## config.mk

```make
export PLATFORM = sky130hd
export DESIGN_NAME = uart_tx_scheduler
export DESIGN_NICKNAME = d
export VERILOG_FILES = /design/src/rtl/uart_tx_scheduler.sv
export SDC_FILE = /design/constraint.sdc
export NUM_CORES = 1
export LEC_CHECK = 0
export BUFFER_PORTS_ARGS = -buffer_cell sky130_fd_sc_hd__clkbuf_2
export CAP_MARGIN = 10
export CELL_PAD_IN_SITES_DETAIL_PLACEMENT = 0
export CELL_PAD_IN_SITES_GLOBAL_PLACEMENT = 2
export CORE_ASPECT_RATIO = 0.5
export CORE_MARGIN = 8
export CORE_UTILIZATION = 44
export CTS_CLUSTER_DIAMETER = 100
export DETAILED_ROUTE_END_ITERATION = 8
export PLACE_DENSITY = 0.82
export SLEW_MARGIN = 0
export SYNTH_ARGS = -nofsm -noshare
export SYNTH_HDL_FRONTEND = slang
export SYNTH_SLANG_ARGS = --single-unit
```

## constraint.sdc

```tcl
create_clock -name clk_i -period 2.8 [get_ports clk_i]
set_input_delay 0.28 -clock clk_i [delete_from_list [all_inputs] [get_ports clk_i]]
set_output_delay 0.28 -clock clk_i [all_outputs]
set_load 0.01 [all_outputs]
```

## src/rtl/uart_tx_scheduler.sv

```systemverilog
// Purpose: buffers bytes in a small FIFO and frames them onto the UART tx line (start, 8 data LSB first, 1/2 stop).
// Latency: start bit goes low on the first tx tick at least one cycle after a byte lands in an idle, empty FIFO.
// Backpressure: wr_ready_o drops while the FIFO is full; a write offered then is dropped even if a pop occurs.
module uart_tx_scheduler #(
  parameter int FIFO_DEPTH = 8,
  parameter int DATA_W     = 8
) (
  input  logic                          clk_i,
  input  logic                          rst_i,
  input  logic                          tx_tick_i,
  input  logic                          tx_en_i,
  input  logic                          two_stop_i,
  input  logic                          wr_valid_i,
  input  logic [DATA_W-1:0]             wr_data_i,
  output logic                          wr_ready_o,
  output logic                          tx_o,
  output logic                          busy_o,
  output logic [$clog2(FIFO_DEPTH):0]   fifo_count_o,
  output logic                          fifo_empty_o,
  output logic                          fifo_full_o
);

  localparam int PTR_W = $clog2(FIFO_DEPTH);
  localparam int CNT_W = PTR_W + 1;

  typedef enum logic [1:0] {IDLE, START, DATA, STOP} state_t;

  logic [DATA_W-1:0] mem [FIFO_DEPTH];
  logic [PTR_W-1:0]  wr_ptr_q, rd_ptr_q;
  logic [CNT_W-1:0]  count_q;
  logic              push, pop;

  state_t            state_q, state_d;
  logic              tx_q, tx_d;
  logic [DATA_W-1:0] shift_q, shift_d;
  logic [2:0]        bit_cnt_q, bit_cnt_d;
  logic              stop_cnt_q, stop_cnt_d;
  logic              two_stop_q, two_stop_d;
  logic              can_start;

  assign fifo_empty_o = (count_q == '0);
  assign fifo_full_o  = (count_q == CNT_W'(FIFO_DEPTH));
  assign fifo_count_o = count_q;
  assign wr_ready_o   = !fifo_full_o;
  // Readiness is taken from the registered count, so a pop cannot free a slot for a same-cycle write.
  assign push         = wr_valid_i && wr_ready_o;
  assign can_start    = tx_en_i && !fifo_empty_o;
  assign tx_o         = tx_q;
  assign busy_o       = (state_q != IDLE);

  // FIFO storage: data only, pointers carry the reset state.
  always_ff @(posedge clk_i) begin
    if (push) mem[wr_ptr_q] <= wr_data_i;
  end

  // FIFO pointers and occupancy; power-of-two depth lets the pointers wrap naturally.
  always_ff @(posedge clk_i or negedge rst_i) begin
    if (!rst_i) begin
      wr_ptr_q <= '0;
      rd_ptr_q <= '0;
      count_q  <= '0;
    end else begin
      if (push) wr_ptr_q <= wr_ptr_q + 1'b1;
      if (pop)  rd_ptr_q <= rd_ptr_q + 1'b1;
      case ({push, pop})
        2'b10:   count_q <= count_q + CNT_W'(1);
        2'b01:   count_q <= count_q - CNT_W'(1);
        default: count_q <= count_q;
      endcase
    end
  end

  // Frame state register; the line idles high out of reset.
  always_ff @(posedge clk_i or negedge rst_i) begin
    if (!rst_i) begin
      state_q    <= IDLE;
      tx_q       <= 1'b1;
      shift_q    <= '0;
      bit_cnt_q  <= '0;
      stop_cnt_q <= 1'b0;
      two_stop_q <= 1'b0;
    end else begin
      state_q    <= state_d;
      tx_q       <= tx_d;
      shift_q    <= shift_d;
      bit_cnt_q  <= bit_cnt_d;
      stop_cnt_q <= stop_cnt_d;
      two_stop_q <= two_stop_d;
    end
  end

  // Next-state and line value; everything advances only on a baud tick.
  always_comb begin
    state_d    = state_q;
    tx_d       = tx_q;
    shift_d    = shift_q;
    bit_cnt_d  = bit_cnt_q;
    stop_cnt_d = stop_cnt_q;
    two_stop_d = two_stop_q;
    pop        = 1'b0;
    if (tx_tick_i) begin
      case (state_q)
        IDLE: begin
          if (can_start) begin
            pop        = 1'b1;
            shift_d    = mem[rd_ptr_q];
            two_stop_d = two_stop_i;
            tx_d       = 1'b0;
            state_d    = START;
          end else begin
            tx_d = 1'b1;
          end
        end
        START: begin
          tx_d      = shift_q[0];
          bit_cnt_d = '0;
          state_d   = DATA;
        end
        DATA: begin
          if (bit_cnt_q == 3'(DATA_W - 1)) begin
            tx_d       = 1'b1;
            stop_cnt_d = 1'b0;
            state_d    = STOP;
          end else begin
            shift_d   = {1'b0, shift_q[DATA_W-1:1]};
            tx_d      = shift_q[1];
            bit_cnt_d = bit_cnt_q + 3'd1;
          end
        end
        STOP: begin
          if (two_stop_q && !stop_cnt_q) begin
            stop_cnt_d = 1'b1;
            tx_d       = 1'b1;
          end else if (can_start) begin
            // Back-to-back: the next start bit follows the last stop bit directly.
            pop        = 1'b1;
            shift_d    = mem[rd_ptr_q];
            two_stop_d = two_stop_i;
            tx_d       = 1'b0;
            state_d    = START;
          end else begin
            tx_d    = 1'b1;
            state_d = IDLE;
          end
        end
        default: begin
          tx_d    = 1'b1;
          state_d = IDLE;
        end
      endcase
    end
  end

endmodule

```

==> out/qor.csv, run 1 <==
stage;metric;value;unit
cells_and_area;nets;317;
power;Pwr Density;1014;nW/um2
synthesis;Post-Syn Nets;278;
setup_path;R2R Setup Slk;230;ps
detailed_routing;drt pass-1 iters;5;
placement;Port Buffers;22;
detailed_routing;Detail Route Antenna Nets;0;
detailed_routing;top sig layer;met4;
cts;Root Driver;clkbuf_16;
synthesis;#FFs+latches synth;90;
hold_path;HP Class;in2reg;
global_routing;antenna violations before repair;0;
sta;endpoints failing setup;0;
global_routing;gr usage total;12.88;%
sta;Final Hold Fails;0;
sta;RSZ-0062 raised after global routing;false;
cts;clock latency on the worst-skew pair;340;ps
floorplanning;full die area;12450;um2
detailed_routing;Vias/cell;5.506;
cts;CTS Buf Count;9;
global_routing;largest net degree at the start of global routing;27;
sta;Slew @ Worst Pin;960.7;ps
cells_and_area;P&R area growth vs syn;16.54;%
detailed_routing;drt first-iter violations;140;
cts;H-tree level count;3;
cells_and_area;share of layout cells above drive strength 1;27.89;%
setup_path;kind of end point of the critical path;flip-flop;
global_routing;first-pass GRT wire length;12180;um
setup_path;CP Class;reg2reg;
sta;Setup TNS;0;ps
floorplanning;Ports;23;
hold_path;min-delay src;two_stop_i;
floorplanning;row cnt;24;
setup_path;RR Startpoint;state_q[0];
sta;final worst slack;225.3;ps
cts;CTS tree;done;
sta;Final period util;91.95;%
setup_path;R2R depth;8;
cells_and_area;share of the core filled with cells in the final layout;52.84;%
cts;total clock sinks;90;
placement;routability cong.;0.7840;
sta;slew margin rel.;34.29;%
cells_and_area;design area;4602;um2
detailed_routing;Total Routed Length;7478;um
setup_path;Critical path buffers and inverters;1;
outcome;outcome;finished clean;
placement;dpl hpwl;4963;um
placement;Area after DPL;4249;um2
cts;CTS clk-pin slew, worst paths;60;ps
hold_path;Worst Hold Depth;2;
setup_path;crit path DAT;2800;ps
detailed_routing;Vias;2263;
setup_path;CP top delay family;adder cells;
placement;worst slack at placement;-31.61;ps
setup_path;Reg-to-Reg End;fifo_count_o[3];
synthesis;Yosys cell types;42;
floorplanning;starting density of the core;45.34;%
cts;Max Root-Sink Buffers;2;
cells_and_area;diode count;0;
detailed_routing;DRC violations left;0;
detailed_routing;met2 WL;3547;um
detailed_routing;met3 routed WL;439;um
detailed_routing;Metal-1 WL;3340;um
hold_path;Worst Hold Path EP;two_stop_q;
synthesis;Ys Warns;0;
synthesis;Syn Inst Count;250;
global_routing;vias in the first global route;2352;
detailed_routing;wire length per cell;18.19;um
setup_path;CP startpoint kind;flip-flop;
floorplanning;Core Area;8708;um2
cells_and_area;most frequent cells in the layout;edfxtp_1 (64), dfrtp_1 (25), clkbuf_2 (22), mux4_2 (16), buf_4 (16);
power;Max IR drop VDD;400.0;uV
synthesis;sequential fraction of the synthesis area;65.18;%
power;total power;4.666;mW
cells_and_area;most common cell after layout, fill and taps aside;edfxtp_1;
setup_path;CP max-delay cell;dfrtp_1;
sta;Max Freq;0.3884;GHz
setup_path;crit-path max cell delay;400;ps
power;LEAKAGE;1.743;nW
synthesis;Mapped Area;3949;um2
job;Max-cap violations;0;
sta;Max Clock Skew;4.848;ps
sta;post-layout min period;2575;ps
setup_path;required time worst endpoint;3020;ps
synthesis;Mapped Avg Cell Area;15.80;um2
setup_path;Crit Path Max Fanout;6;
global_routing;grt ovf;0;
floorplanning;Die Wd;150.0;um
setup_path;crit path cell chain;inv_1 > ha_1 > nor4_4 > ha_2 > ha_1 > a21oi_2 > o21ai_0 > o311ai_0;
sta;Pins Over Slew Limit;0;
floorplanning;Die Span Y;82.99;um
setup_path;critical path's most frequent cell;ha_1;
[final cells by class]
class,instances,area [um2]
Clock buffer,9,225.2
Multi-Input combinational cell,137,1297
Fill cell,731,4106
Sequential cell,90,2574
Inverter,12,45.04
Clock inverter,7,73.82
Tap cell,117,146.4
Timing Repair Buffer,39,240.2
[sequential cells by signal, indices dropped and copies added (netlist names)]
signal,count
wr_ptr_q,3
state_q,2
bit_cnt_q,3
stop_cnt_q,1
tx_o,1
two_stop_q,1
mem,64
shift_q,8
fifo_count_o,4
rd_ptr_q,3
[timing repair]
item                                    CTS  global route
hold buffers                              1             0
resized for setup                         1             3
endpoints found under the setup margin    1             1
pin swaps                                 0             1
buffers inserted                          0             3
endpoints found under the hold margin    25             0
[per-stage QoR]
| stage | hold slack [ps] | std cells |
|---|---|---|
| 2_1_floorplan | -15.59 | 250 |
| 3_3_place_gp | 328.4 | 391 |
| 6_report | 177.6 | 411 |
| 5_1_grt | 170.4 | 411 |
| 4_1_cts | 167.7 | 408 |
| 3_5_place_dp | 348.3 | 391 |
[worst max-delay path by stage]
stage,from,end,slack (ps),cells past startpoint
after global placement,state_q[0],fifo_count_o[3],250,8
after global routing,state_q[0],fifo_count_o[3],10,8
final,state_q[0],fifo_count_o[3],230,8
after floorplan,state_q[0],fifo_count_o[3],210,8
after CTS,state_q[0],fifo_count_o[3],10,8
after detailed placement,state_q[0],fifo_count_o[3],-30,8
[where the power goes]
group          switching [mW]  internal [mW]
logic                   0.725          0.694
registers               0.281           1.75
clock network           0.516          0.699
total                    1.52           3.14
[synth_stat cells, drive strengths merged]
| library cell | count | area share (%) |
|---|---|---|
| or4 | 1 | 0.19 |
| or3 | 2 | 0.32 |
| a22o | 6 | 1.3 |
| nand4b | 1 | 0.22 |
| nand2 | 13 | 1.2 |
| nor2b | 2 | 0.32 |
| xor2 | 3 | 0.67 |
| o311ai | 1 | 0.22 |
| o41ai | 1 | 0.70 |
| nor4 | 5 | 0.79 |
| o22ai | 1 | 0.16 |
| mux4 | 16 | 9.1 |
| o21ai | 8 | 1.0 |
| nor2 | 8 | 0.76 |
| dfstp | 1 | 0.67 |
| nor3b | 1 | 0.19 |
| o21bai | 1 | 0.19 |
| inv | 12 | 1.1 |
| mux2 | 5 | 1.4 |
| a221o | 7 | 1.8 |
| buf | 5 | 0.76 |
| xnor2 | 3 | 0.67 |
| fa | 1 | 0.51 |
| a2111oi | 1 | 0.22 |
| mux2i | 7 | 1.8 |
| and3b | 1 | 0.22 |
| nand2b | 6 | 0.95 |
| dfrtp | 25 | 16 |
| nor3 | 13 | 1.6 |
| ha | 13 | 4.1 |
| edfxtp | 64 | 49 |
| or2 | 2 | 0.32 |
| a31oi | 2 | 0.32 |
| a21oi | 3 | 0.38 |
| clkbuf | 6 | 0.60 |
| a22oi | 1 | 0.19 |
| o21a | 2 | 0.38 |
[routing by layer]
metal  GRT usage (%)  up-vias
met4           5.676        0
met1           15.83     1130
li1                -     1048
met3           5.087       22
met2           19.76       63
met5               0        -
[logic make-up (layout without fill, tap and decap cells)]
group / Yosys count / after routing / share of synthesized area [%]
xor+xnor: 6 / 6 / 1.331
mux: 28 / 28 / 12.33
simple gates: 55 / 55 / 7.161
fa+ha+maj: 14 / 14 / 4.626
buf+inv: 23 / 67 / 2.503
flops: 90 / 90 / 65.18
compound gates: 34 / 34 / 6.876
Power figures use the tool's default switching activity.
==> run 2, diff against run 1 <==
Settings changed: ABC_AREA set to 1, ABC_CLOCK_PERIOD_IN_PS set to 2800, CORE_UTILIZATION 44 to 39, PLACE_DENSITY 0.82 to 0.84.
==> out/qor.csv, run 2 <==
stage;metric;value;unit;change
sta;Final Hold Fails;0;;unchanged
floorplanning;starting density of the core;40.21;%;-5.1 points
synthesis;Async SR Flop Fraction;28.89;%;unchanged
detailed_routing;Detail Route Antenna Nets;0;;unchanged
synthesis;Compound-Gate Fraction of Synth Area;1.465;%;-5.4 points
global_routing;gr usage total;12.78;%;-0.10 points
outcome;outcome;finished clean;;
synthesis;top post-synthesis cells by area;edfxtp_1 (43%), nand2_1 (16%), dfrtp_1 (14%);;
synthesis;Mapped Avg Cell Area;9.273;um2;-41%
cells_and_area;most common cell after layout, fill and taps aside;nand2_1;;
placement;Port Buffers;22;;unchanged
placement;routability cong.;0.7643;;-2.5%
power;Pwr Density;1018;nW/um2;+0.43%
sta;endpoints failing setup;0;;unchanged
sta;RSZ-0062 raised after global routing;false;;
sta;Max Freq;0.4291;GHz;+10%
synthesis;Yosys top cell area share;43.27;%;-5.4 points
global_routing;first-pass GRT wire length;15200;um;+25%
synthesis;cell taking the most area after synthesis;edfxtp_1;;
job;Max-cap violations;0;;unchanged
synthesis;Ys Warns;0;;unchanged
cts;Max Root-Sink Buffers;2;;unchanged
cells_and_area;most frequent cells in the layout;nand2_1 (192), inv_1 (67), edfxtp_1 (64), nand3_1 (34), dfrtp_1 (25);;
power;Sw Share;39.73;%;+7.1 points
hold_path;HP Class;in2reg;;
cts;Root Driver;clkbuf_16;;
setup_path;CP Class;reg2reg;;
cells_and_area;diode count;0;;unchanged
hold_path;min-delay src;two_stop_i;;
setup_path;CP max-delay cell;dfrtp_1;;
floorplanning;Die Wd;166.9;um;+11%
synthesis;post-synthesis mux area share;0;%;-12 points
power;clock network power share;24.8;%;-1.2 points
setup_path;crit path cell chain;inv_1 > ha_1 > inv_1 > nand2_1 > nor2_4 > ha_1 > ha_1 > nand2_1 > nand2_1 > nor2_1 > xor2_1 > nand2_1 > nand2_1;;
cts;CTS Buf Count;9;;unchanged
setup_path;R2R depth;13;;+5
placement;dpl hpwl;5907;um;+19%
sta;Setup TNS;0;ps;unchanged
synthesis;Primary FF master, synth;edfxtp_1;;
cells_and_area;Multi-input gate area;1488;um2;+15%
synthesis;#FFs+latches synth;90;;unchanged
cells_and_area;share of the core filled with cells in the final layout;45.69;%;-7.2 points
synthesis;Yosys cell types;29;;-31%
synthesis;main combinational cell family by area after synthesis;simple AND/OR/NAND/NOR gates;;
cts;CTS clk-pin slew, worst paths;70;ps;about the same
setup_path;critical path's most frequent cell;nand2_1;;
sta;Final period util;83.23;%;-8.7 points
power;Logic pwr share;36.4;%;+6.0 points
cells_and_area;share of layout cells above drive strength 1;14.15;%;-14 points
cells_and_area;Reg area;2574;um2;unchanged
cts;clock latency on the worst-skew pair;340;ps;about the same
setup_path;kind of end point of the critical path;flip-flop;;
placement;Area after DPL;4720;um2;+11%
synthesis;Syn Inst Count;479;;+92%
detailed_routing;drt first-iter violations;172;;+23%
floorplanning;Die Span Y;91.46;um;+10%
cts;total clock sinks;90;;unchanged
synthesis;simple-gate share of the synthesized area;26.73;%;+20 points
setup_path;crit-path max cell delay;440;ps;+40 ps
hold_path;Worst Hold Path EP;two_stop_q;;
power;Seq pwr share;38.7;%;-4.9 points
detailed_routing;DRC violations left;0;;unchanged
sta;Max Clock Skew;6.181;ps;+1.333 ps
setup_path;CP startpoint kind;flip-flop;;
sta;post-layout min period;2331;ps;-244.1 ps
setup_path;crit path DAT;2610;ps;-190 ps
synthesis;XOR/XNOR share of the synthesized area;1.183;%;-0.15 points
setup_path;Reg-to-Reg End;fifo_count_o[3];;
setup_path;RR Startpoint;state_q[0];;
detailed_routing;Vias/cell;4.501;;-18%
floorplanning;row cnt;27;;+13%
floorplanning;Core Area;11050;um2;+27%
cells_and_area;P&R area growth vs syn;13.63;%;
synthesis;sequential fraction of the synthesis area;57.94;%;-7.2 points
cts;CTS tree;done;;
setup_path;R2R Setup Slk;470;ps;+240 ps
sta;slew margin rel.;54.53;%;+20 points
cells_and_area;Biggest register;mem;;
synthesis;Post-Syn Nets;507;;+82%
cts;H-tree level count;3;;unchanged
floorplanning;Ports;23;;unchanged
detailed_routing;Vias;2975;;+31%
power;Max IR drop VDD;346.1;uV;-13%
hold_path;Worst Hold Depth;3;;+1
synthesis;Post-synth EDFFs;64;;unchanged
setup_path;Crit Path Max Fanout;6;;unchanged
cells_and_area;layout filler cell count;1066;;+46%
global_routing;grt ovf;0;;unchanged
global_routing;largest net degree at the start of global routing;33;;+22%
cells_and_area;design area;5047;um2;+9.7%
power;Int Pwr;3.098;mW;-1.5%
power;P_sw;2.042;mW;+34%
global_routing;antenna violations before repair;0;;unchanged
synthesis;count leader, synth;nand2_1;;
sta;Slew @ Worst Pin;682.1;ps;-278.7 ps
detailed_routing;Total Routed Length;9216;um;+23%
synthesis;Mapped Area;4442;um2;+12%
synthesis;adder-cell share of the synthesized area;4.113;%;-0.51 points
setup_path;required time worst endpoint;3080;ps;+60 ps
global_routing;vias in the first global route;2828;;+20%
detailed_routing;drt pass-1 iters;4;;-1
cells_and_area;nets;539;;+70%
detailed_routing;wire length per cell;13.94;um;-23%
sta;Pins Over Slew Limit;0;;unchanged
power;LEAKAGE;2.442;nW;+40%
cells_and_area;Largest register FFs;64;;unchanged
cts;post_cts resized;0;;-1
floorplanning;full die area;15270;um2;+23%
synthesis;commonest cells in the netlist;nand2_1 (192), inv_1 (67), edfxtp_1 (64);;
==> run 2: worst max path at each step <==
stage / startpoint / endpoint / slack, ps / cells past startpoint
4_1_cts: state_q[0] / fifo_count_o[3] / 460 / 13
3_5_place_dp: state_q[0] / fifo_count_o[3] / 490 / 13
6_report: state_q[0] / fifo_count_o[3] / 470 / 13
2_1_floorplan: state_q[0] / fifo_count_o[3] / 700 / 13
5_1_grt: state_q[0] / fifo_count_o[3] / 300 / 13
3_3_place_gp: state_q[0] / fifo_count_o[3] / 560 / 13
==> run 2: critical path: cells and delay by family, from the launching register on <==
family / cells / cell delay [ps]
xor+xnor: 1 / 150
fa+ha+maj: 3 / 840
buf+inv: 2 / 220
flops: 1 / 440
simple gates: 7 / 600
==> run 2: what timing repair did <==
action / 4_1_cts / 5_1_grt
setup buffers: 0 / 0
hold endpoints to repair: 8 / 0
endpoints found under the setup margin: 0 / 0
hold buffers: 1 / 0
==> run 2: area by class of cell <==
type | count | area share, %
clock inverter | 7 | 1.834
inverter | 75 | 5.627
multi-input combinational | 301 | 29.47
clock buffer | 9 | 4.462
tap | 145 | 3.594
timing repair buffer | 34 | 4.016
sequential | 90 | 50.99
==> run 2: cell families after synthesis <==
family | Yosys count
DFF | 90
xor gates and xnor gates | 6
buffers and inverters | 88
and+or+nand+nor | 269
adders and majority gates | 14
AOI/OAI and AO/OA | 12
==> run 2: power by group through the flow <==
stage | registers, mW | clock network (mW) | logic (mW)
after floorplan | 1.93 | 0 | 1.48
after detailed placement | 2.02 | 0 | 1.89
after global placement | 2.01 | 0 | 1.90
after global routing | 2.03 | 1.37 | 2.16
final | 1.99 | 1.28 | 1.87
after CTS | 1.99 | 1.31 | 1.91
==> run 2: per-stage QoR <==
step	hold slack (ps)	setup slack [ps]	total power, mW	cells
after floorplan	-15.59	702.2	3.409	479
after global placement	361.4	560.2	3.914	644
after detailed placement	367.6	488.1	3.916	644
after CTS	156.6	462.5	5.211	661
after global routing	184.4	300.0	5.561	661
final	166.9	469.5	5.140	661
==> run 2: layer usage <==
metal,track usage (%),part of all wire [%],up-vias
met5,0,0,-
met4,3.574,1.1,0
met3,4.145,6.3,8
met2,20.16,43,66
met1,16.64,50,1347
li1,-,-,1554
